==> config.mk <==
export PLATFORM = sky130hd
export DESIGN_NAME = instr_encoder
export DESIGN_NICKNAME = d
export VERILOG_FILES = /design/src/rtl/instr_encoder.sv
export SDC_FILE = /design/constraint.sdc
export NUM_CORES = 1
export LEC_CHECK = 0
export CORE_ASPECT_RATIO = 1.2
export CORE_MARGIN = 5
export CORE_UTILIZATION = 50
export CTS_BUF_LIST = sky130_fd_sc_hd__clkbuf_2 sky130_fd_sc_hd__clkbuf_4 sky130_fd_sc_hd__clkbuf_8
export CTS_CLUSTER_DIAMETER = 80
export CTS_CLUSTER_SIZE = 28
export DETAILED_ROUTE_END_ITERATION = 8
export PLACE_DENSITY = 0.82
export SYNTH_ARGS = -nofsm -noshare
export SYNTH_HDL_FRONTEND = slang
export SYNTH_SLANG_ARGS = --single-unit
==> constraint.sdc <==
create_clock -name clk -period 3.53 [get_ports clk]
set_input_delay 0.706 -clock clk [delete_from_list [all_inputs] [get_ports clk]]
set_output_delay 0.706 -clock clk [all_outputs]
set_load 0.005 [all_outputs]
==> src/rtl/instr_encoder.sv <==
// Immediate/instruction encoder with a one-beat skid buffer on a valid/ready stream.
// Optional range/alignment checking is enabled by defining INSTR_ENCODER_RANGE_CHECK_EN.
module instr_encoder #(
  parameter int SEL_W = 3
) (
  input  logic             clk,
  input  logic             rst_n,
  input  logic             in_valid,
  output logic             in_ready,
  input  logic [SEL_W-1:0] imm_sel,
  input  logic [31:0]      imm,
  input  logic [6:0]       opcode,
  input  logic [4:0]       rd,
  input  logic [4:0]       rs1,
  input  logic [4:0]       rs2,
  input  logic [2:0]       funct3,
  input  logic [6:0]       funct7,
  output logic             out_valid,
  input  logic             out_ready,
  output logic [31:0]      instr,
  output logic             out_err,
  output logic [7:0]       err_count
);

  localparam logic [SEL_W-1:0] SEL_I   = SEL_W'(3'd0);
  localparam logic [SEL_W-1:0] SEL_S   = SEL_W'(3'd1);
  localparam logic [SEL_W-1:0] SEL_B   = SEL_W'(3'd2);
  localparam logic [SEL_W-1:0] SEL_U   = SEL_W'(3'd3);
  localparam logic [SEL_W-1:0] SEL_J   = SEL_W'(3'd4);
  localparam logic [SEL_W-1:0] SEL_LUI = SEL_W'(3'd5);
  localparam logic [SEL_W-1:0] SEL_ISH = SEL_W'(3'd7);

`ifdef INSTR_ENCODER_RANGE_CHECK_EN
  // Flags immediates that would not survive a round trip through the decoder.
  function automatic logic range_err(input logic [SEL_W-1:0] sel, input logic [31:0] v);
    logic signed [31:0] sv;
    logic               e;
    sv = $signed(v);
    e  = 1'b0;
    case (sel)
      SEL_I, SEL_S:   e = (sv < -32'sd2048) || (sv > 32'sd2047);
      SEL_ISH:        e = (v[31:5] != 27'd0);
      SEL_B:          e = v[0] || (sv < -32'sd4096) || (sv > 32'sd4094);
      SEL_J:          e = v[0] || (sv < -32'sd1048576) || (sv > 32'sd1048574);
      SEL_U, SEL_LUI: e = (v[11:0] != 12'd0);
      default:        e = 1'b0;
    endcase
    return e;
  endfunction
`endif

  // Returns {err, instr}; unknown/reserved formats encode to zero and flag an error.
  function automatic logic [32:0] encode_beat(
    input logic [SEL_W-1:0] sel, input logic [31:0] v, input logic [6:0] op,
    input logic [4:0] d, input logic [4:0] s1, input logic [4:0] s2,
    input logic [2:0] f3, input logic [6:0] f7);
    logic [31:0] w;
    logic        e;
    w = 32'h0000_0000;
    e = 1'b0;
    case (sel)
      SEL_I:          w = {v[11:0], s1, f3, d, op};
      SEL_ISH:        w = {f7, v[4:0], s1, f3, d, op};
      SEL_S:          w = {v[11:5], s2, s1, f3, v[4:0], op};
      SEL_B:          w = {v[12], v[10:5], s2, s1, f3, v[4:1], v[11], op};
      SEL_U, SEL_LUI: w = {v[31:12], d, op};
      SEL_J:          w = {v[20], v[10:1], v[11], v[19:12], d, op};
      default: begin
        w = 32'h0000_0000;
        e = 1'b1;
      end
    endcase
`ifdef INSTR_ENCODER_RANGE_CHECK_EN
    e = e | range_err(sel, v);
`else
    e = e | 1'b0;
`endif
    return {e, w};
  endfunction

  logic        out_valid_r, out_err_r, skid_valid_r, skid_err_r, in_ready_r;
  logic [31:0] instr_r, skid_instr_r;
  logic [7:0]  err_count_r;
  logic [32:0] enc_s;
  logic        accept_s, out_free_s, skid_valid_nxt_s;

  assign enc_s      = encode_beat(imm_sel, imm, opcode, rd, rs1, rs2, funct3, funct7);
  assign accept_s   = in_valid && in_ready_r;
  assign out_free_s = !out_valid_r || out_ready;

  // Skid occupancy after this edge; in_ready is its registered complement.
  always_comb begin
    skid_valid_nxt_s = skid_valid_r;
    if (out_free_s) begin
      skid_valid_nxt_s = 1'b0;
    end else if (accept_s) begin
      skid_valid_nxt_s = 1'b1;
    end else begin
      skid_valid_nxt_s = skid_valid_r;
    end
  end

  // Output register and skid buffer; skid always drains ahead of new input.
  always_ff @(posedge clk or negedge rst_n) begin
    if (!rst_n) begin
      out_valid_r  <= 1'b0;
      out_err_r    <= 1'b0;
      instr_r      <= 32'h0000_0000;
      skid_valid_r <= 1'b0;
      skid_err_r   <= 1'b0;
      skid_instr_r <= 32'h0000_0000;
      in_ready_r   <= 1'b0;
    end else begin
      skid_valid_r <= skid_valid_nxt_s;
      in_ready_r   <= !skid_valid_nxt_s;
      if (out_free_s) begin
        if (skid_valid_r) begin
          out_valid_r <= 1'b1;
          instr_r     <= skid_instr_r;
          out_err_r   <= skid_err_r;
        end else if (accept_s) begin
          out_valid_r <= 1'b1;
          instr_r     <= enc_s[31:0];
          out_err_r   <= enc_s[32];
        end else begin
          out_valid_r <= 1'b0;
        end
      end else if (accept_s) begin
        skid_instr_r <= enc_s[31:0];
        skid_err_r   <= enc_s[32];
      end
    end
  end

  // Saturating count of errored beats at acceptance.
  always_ff @(posedge clk or negedge rst_n) begin
    if (!rst_n) begin
      err_count_r <= 8'h00;
    end else if (accept_s && enc_s[32] && (err_count_r != 8'hFF)) begin
      err_count_r <= err_count_r + 8'd1;
    end
  end

  assign in_ready  = in_ready_r;
  assign out_valid = out_valid_r;
  assign instr     = instr_r;
  assign out_err   = out_err_r;
  assign err_count = err_count_r;

endmodule

== Word level (Yosys, flattened, before mapping) ==
Cells that the tools add are included.

* Output and inout bits: 43
* Logic and storage cells: 39
* Bits of input ports: 71
* Flip-flop bits (word level): 77

* Muxes and demuxes: 10
* Reductions and logical operators: 12
* Bitwise operators: 1
* Eq/ne operators: 7
* $add $sub $neg: 1

{| class="wikitable"
|+ Operator list
! cell !! number
|-
| case mux 32 bit (6 select lines) || 1
|-
| 2-to-1 mux 32 bit || 2
|-
| equality test 3 bit, second input constant || 3
|-
| adder 8 x 1 -> 8 bit, second input constant || 1
|-
| != test 8 bit, second input constant || 1
|-
| 2-to-1 mux 1 bit || 7
|-
| OR reduction 7 bit || 1
|-
| equality test 3 x 2 -> 1 bit, second input constant || 2
|-
| AND reduction 2 bit || 2
|-
| equality test 3 x 1 -> 1 bit, second input constant || 1
|-
| logical AND 1 bit || 3
|-
| zero test 3 bit || 1
|-
| zero test 1 bit || 2
|-
| nonzero test 2 bit || 1
|-
| OR reduction 2 bit || 1
|-
| logical OR 1 bit || 1
|-
| NOT 1 bit || 1
|}

== Logic depth before layout (Yosys ltp) ==
Gate-level depths: netlist of the first run.

* Depth after elaboration: 5
* Depth in mapped cells: 7
* Depth with buffers taken out: 5

== Worst setup path before layout of the first run ==
No wires, ideal clock.

* Path kind: in2reg
* Start point: input imm_sel[2]
* End point: register instr_r[25], in the netlist instr[25]
* Arrival: 1610 ps
* Path buffers: 2
* Cell stages on the path: 6
* Required time: 3397 ps
* Library setup time: 133 ps
* Slack: 1787 ps
* Cell sequence: buf_6 -> or2_2 -> buf_2 -> o22a_1 -> o211ai_1 -> o21ai_0

* Cells in the longest elaborated chain, start to end: 5
* Elaborated cells on any way between the ends: 11
* Those cells by class: 6 x eq/ne; 3 x mux; 2 x reduce/logical

{| class="wikitable"
|+ RTL lines
! what !! line !! text
|-
| start, declared || 10 || <nowiki>input logic [SEL_W-1:0] imm_sel,</nowiki>
|-
| equality test 3 x 2 -> 1 bit / equality test 3 bit (equally long branches) || 61 || <nowiki>case (sel)</nowiki>
|-
| OR reduction 2 bit || 61 ||
|-
| case mux 32 bit (6 select lines) (*) || 61 ||
|-
| 2-to-1 mux 32 bit (*) || 121 || <nowiki>end else if (accept_s) begin</nowiki>
|-
| 2-to-1 mux 32 bit (*) || 117 || <nowiki>if (skid_valid_r) begin</nowiki>
|-
| end signal, assigned || 119 || <nowiki>instr_r <= skid_instr_r;</nowiki>
|-
| end signal, assigned || 123 || <nowiki>instr_r <= enc_s[31:0];</nowiki>
|-
| end, declared || 82 || <nowiki>logic [31:0] instr_r, skid_instr_r;</nowiki>
|}

Mark *: on every way between the ends. The rest lies on a longest branch, timed or not. The select of a mux whose other input is x is not followed.
A chain may end at the register's enable or synchronous reset.

== Final worst setup path of the first run ==
* Start point: input imm_sel[1]
* End point: register instr_r[29], in the netlist instr[29]

The elaborated chain is that of the path after synthesis.

==> metrics, run 1 <==
status=complete, no violations; CP dominant cell by count=o21ai_1; Power Density=~510 mW/mm²; Synth Area in Compound Gates=0.242; Worst setup EP type=flip-flop; Avg WL per Cell=about 16 µm; # setup viols final=0; sequential fraction of design power=0.459; Peak Freq=417 MHz; Synth Instances=~450; n_diodes=0; Post-DRT Antenna Nets=0; total number of vias=~3800; worst skew pair latency=0.35 ns; Arr. time, crit path=2.61 ns; P_int=1.96 mW; Clk network pwr share=0.236; most common cell after layout, fill and taps aside=clkdlybuf4s50_1; relative slew slack=0.374; post-CTS resize count=0; Synth Area in XOR/XNOR=0.00837; fin crit share=0.680; Hold Path Origin=skid_instr_r[19]; RSZ-0062 raised after global routing=false; Max clock buf depth=2; residual DRC count=0; layout cell share with drive strength beyond 1=0.0690; Port Buffers=113; Synth Flop Type=dfrtp_1; Layout area overhead=31.6%; r2r setup slk=1.52 ns; final hold violation count=0; Lkg Pwr=2.43 nW; multiplexer share of the synthesized area=0.0819; Pwr Total=between 2 and 3 mW; die width=93.5 µm; largest net degree at the start of global routing=78; Detailed Route Iter0 Violations=213; Mapped Area=approximately 0.0042 mm²; Final Wtd Congestion=0.812; Vias/cell=5.66; final hold slack=between 0.4 and 0.5 ns; total CTS buffers=9; CP Class=in -> reg; clk_skew=0.00862 ns; core area=roughly 0.0082 mm²; Max rail drop VDD=252 µV; worst r2r src=skid_valid_r; Psw=833 µW; Die H=110 µm; setup TNS=0 ns; post-synthesis async set-or-reset flop share=1.00; count of cell types in the netlist=50; initial antenna violation count=0; drt first pass iters=5; WP data required=3.74 ns; Post-Synth Adder-Cell Area=0.00299; clk root buf=clkbuf_8; Sink Count=77; Initial Utilization=0.513; Synth Register Bits=77; H-Tree Depth=3; register area share after synthesis=0.461; Comb pwr share=0.305; Post-synth EDFFs=0; CP Launch Point=imm_sel[1]; largest family of logic cells by synthesized area=compound AO/OA/AOI/OAI gates; Post-Syn Area per Cell=between 9 and 10 µm²; Yosys warning total=0; MaxCap Viol Count=0; Rows=36; CP max stage cell=clkdlybuf4s50_1; Post-CTS Hold Buffers=0; switch share=0.299; setup bufs post-CTS=0; Worst R2R Path Depth=4; Synth Area in Simple Gates=0.150; vias in the first global route=3535; Final Critical Period=2.40 ns; DP HPWL=7940 µm; TritonCTS clock tree=done; Final #Nets=618; startpoint types=input port; commonest cells after routing, fill and taps aside=111 x clkdlybuf4s50_1, 77 x dfrtp_1, 63 x nand2_1; Critical Path Fanout Max=17; drt total wl=10800 µm; GRT Util Overall=0.213; WHS Endpoint=skid_instr_r[19]; Crit path largest cell delay=0.88 ns; Slew @ Worst Pin=0.940 ns; HP Class=reg -> reg; Synthesized Nets=520; Final Max Tran Viols=0; worst hold stages=2; first-pass GRT wire length=17300 µm; Top Ports=114; CP Cell Sequence=clkdlybuf4s50_1 > nor2b_1 > o21ai_1 > o211ai_1 > o21ai_1; final core utilization=0.675; DIE AREA=0.0103 mm²; Clk pin slew, worst setup/hold paths=about 0.080 ns; RR Endpoint=instr[16]; GRT overflow=0
-- flip-flops by register name, summed over array words and instances, names as in the netlist --
name	count
skid_err_r	1
instr	32
skid_instr_r	32
out_err	1
out_valid	1
in_ready	1
err_count	8
skid_valid_r	1
-- final cells by class --
| class | count | area (µm²) |
|---|---|---|
| fillers | 660 | 2650 |
| multi-input cells | 330 | 2030 |
| flip-flops and latches | 77 | 1930 |
| repair buffers | 121 | 1180 |
| clock buffers | 11 | 145 |
| well taps | 114 | 143 |
| clock inverters | 5 | 50.0 |
| inverters | 7 | 26.3 |
-- power by group through the flow --
stage | combinational (mW) | clock (mW) | sequential [mW]
global placement | 0.834 | 0 | 1.28
detailed placement | 0.858 | 0 | 1.30
floorplan | 0.388 | 0 | 1.26
CTS | 0.861 | 0.664 | 1.28
finish | 0.851 | 0.659 | 1.28
global route | 0.940 | 0.704 | 1.31
-- worst max-delay path: cells and delay by family --
family          cells  cell delay, ns
compound gates      3            0.61
buf+inv             1            0.88
simple gates        1            0.40
-- cell usage after synthesis, types with 8 or more instances --
library cell / n / area share
o21ai_1: 14 / 0.017
mux2i_1: 32 / 0.077
dfrtp_1: 77 / 0.46
a21oi_1: 37 / 0.044
clkbuf_1: 13 / 0.012
o211ai_1: 15 / 0.027
o22ai_1: 8 / 0.012
and3_1: 25 / 0.037
nand2_1: 64 / 0.057
buf_2: 11 / 0.013
nor2_1: 10 / 0.0090
o21ai_0: 48 / 0.057
-- worst max-delay path by stage --
stage	cells after the start	slack, ns	end
after global routing	5	0.97	instr[29]
after CTS	5	1.14	instr[29]
after floorplan	6	1.79	instr[25]
after global placement	5	0.84	instr[29]
final	5	1.13	instr[29]
after detailed placement	5	0.78	instr[29]
-- per-stage QoR --
stage	setup WS, ns	std cells	cell area, µm²
after CTS	1.14	665	5510
after global placement	0.842	649	5310
after global routing	0.970	665	5510
after floorplan	1.79	448	4180
after detailed placement	0.782	649	5310
final	1.13	665	5510
-- kinds of logic (layout without fill, tap and decap cells) --
group                    after synthesis  in the layout
AO/OA/AOI/OAI                        164            164
AND/OR/NAND/NOR                      127            127
flip-flops                            77             77
buffers and inverters                 41            144
multiplexers                          34             34
XOR/XNOR                               4              4
adder cells (fa/ha/maj)                1              1
-- per-layer routing --
metal / GRT usage / wire [µm] / up-vias
met1: 0.283 / 4620 / 1797
met5: 0 / 0 / -
met2: 0.362 / 5500 / 124
met4: 0.0754 / 155 / 0
met3: 0.0244 / 515 / 11
li1: - / - / 1830
Power figures use the tool's default switching activity.
==> run 2: changes to the inputs <==
==> constraint.sdc (replaced) <==
create_clock -name clk -period 2.35 [get_ports clk]
set_input_delay 0.47 -clock clk [delete_from_list [all_inputs] [get_ports clk]]
set_output_delay 0.47 -clock clk [all_outputs]
set_load 0.005 [all_outputs]
==> metrics, run 2 (synthesized netlist as in run 1, its figures left out) <==
status=complete, no violations; Die H=110 µm; startpoint types=input port; largest net degree at the start of global routing=78; Power Density=769 mW/mm²; post-CTS resize count=0; clk_skew=around 0.0034 ns; Detailed Route Iter0 Violations=~260; H-Tree Depth=3; Layout area overhead=33.2%; core area=between 0.008 and 0.009 mm²; CP delay by family, top=simple AND/OR/NAND/NOR gates; setup TNS=0 ns; Port Buffers=113; vias in the first global route=around 3700; drt first pass iters=4; Lkg Pwr=2.45 nW; n_diodes=0; RSZ-0062 raised after global routing=false; Rows=36; CP Cell Sequence=clkdlybuf4s50_1 > a21oi_1 > nor2_1 > o211ai_1 > o21a_1; total CTS buffers=9; post-route design area=0.00557 mm²; total number of vias=3830; Critical Path Fanout Max=16; final hold slack=0.262 ns; Final Wtd Congestion=0.830; GRT Util Overall=0.215; Final #Nets=621; first-pass GRT wire length=between 15000 and 20000 µm; initial antenna violation count=0; Final Critical Period=approximately 2 ns; CP Class=in -> reg; Post-DRT Antenna Nets=0; MaxCap Viol Count=0; DP HPWL=7990 µm; drt total wl=10900 µm; Top Ports=114; HP Class=in -> async; TritonCTS clock tree=done; Arr. time, crit path=2.22 ns; Pwr Total=between 4 and 5 mW; setup bufs post-CTS=0; Area after DPL=approximately 0.0054 mm²; WP buf/inv=1; Vias/cell=5.73; worst skew pair latency=0.34 ns; CP max stage cell=nor2_1; Initial Utilization=0.513; clk root buf=clkbuf_8; Worst setup EP type=flip-flop; Clk pin slew, worst setup/hold paths=0.08 ns; Max rail drop VDD=305 µV; commonest cells after routing, fill and taps aside=111 x clkdlybuf4s50_1, 77 x dfrtp_1, 63 x nand2_1; DIE AREA=about 0.01 mm²; Final Max Tran Viols=0; # setup viols final=0; fin crit share=0.845; relative slew slack=0.322; Max clock buf depth=2; most common cell after layout, fill and taps aside=clkdlybuf4s50_1; WP data required=about 2.6 ns; GRT overflow=0; Slew @ Worst Pin=1.01 ns; layout cell share with drive strength beyond 1=0.0740; die width=93.5 µm; Crit path largest cell delay=~0.8 ns; Avg WL per Cell=between 15 and 20 µm; final hold violation count=0; Sink Count=77; Post-CTS Hold Buffers=0; Peak Freq=roughly 500 MHz; residual DRC count=0
[run 2: changes by cell type in the layout (fill, tap and decap cells not counted), sizes merged]
cell      change
buf           +3
clkbuf        -2
clkinvlp      +2
bufinv        +1
clkinv        -1
[run 2: metrics by stage]
step / cells / setup WS [ns] / util
after floorplan: 448 / 0.843 / -
after global placement: 652 / 0.145 / 0.657
after detailed placement: 652 / 0.0295 / 0.657
after CTS: 668 / 0.349 / 0.684
after global routing: 668 / 0.207 / 0.684
final: 668 / 0.364 / 0.684
[run 2: final timing paths]
check	startpoint	endpoint	slack (ns)	depth (start not counted)
max in group asynchronous	rst_n	skid_err_r	1.47	1
hold / removal	rst_n	instr[13]	0.26	1
setup reg to reg	out_valid	instr[0]	0.49	4
setup / recovery	in_valid	instr[0]	0.36	5
hold reg to reg	skid_instr_r[28]	skid_instr_r[28]	0.48	2
min in group clk	skid_instr_r[28]	skid_instr_r[28]	0.48	2
[run 2: final cells by class]
type | instances | area [µm²]
Sequential cell | 77 | 1930
Multi-Input combinational cell | 330 | 2030
Clock buffer | 9 | 124
Fill cell | 662 | 2580
Clock inverter | 7 | 90.1
Tap cell | 114 | 143
Inverter | 7 | 26.3
Timing Repair Buffer | 124 | 1230
[run 2: power breakdown]
part	leakage (nW)	internal (mW)	switching, mW
registers	0.949	1.68	0.229
clock network	0.105	0.592	0.477
logic	1.39	0.741	0.567
[run 2: routing by layer]
metal,vias up,GRT usage,part of all wire
li1,1835,-,-
met4,0,0.0691,0.020
met5,-,0,0
met1,1855,0.289,0.42
met3,17,0.0339,0.063
met2,123,0.358,0.50
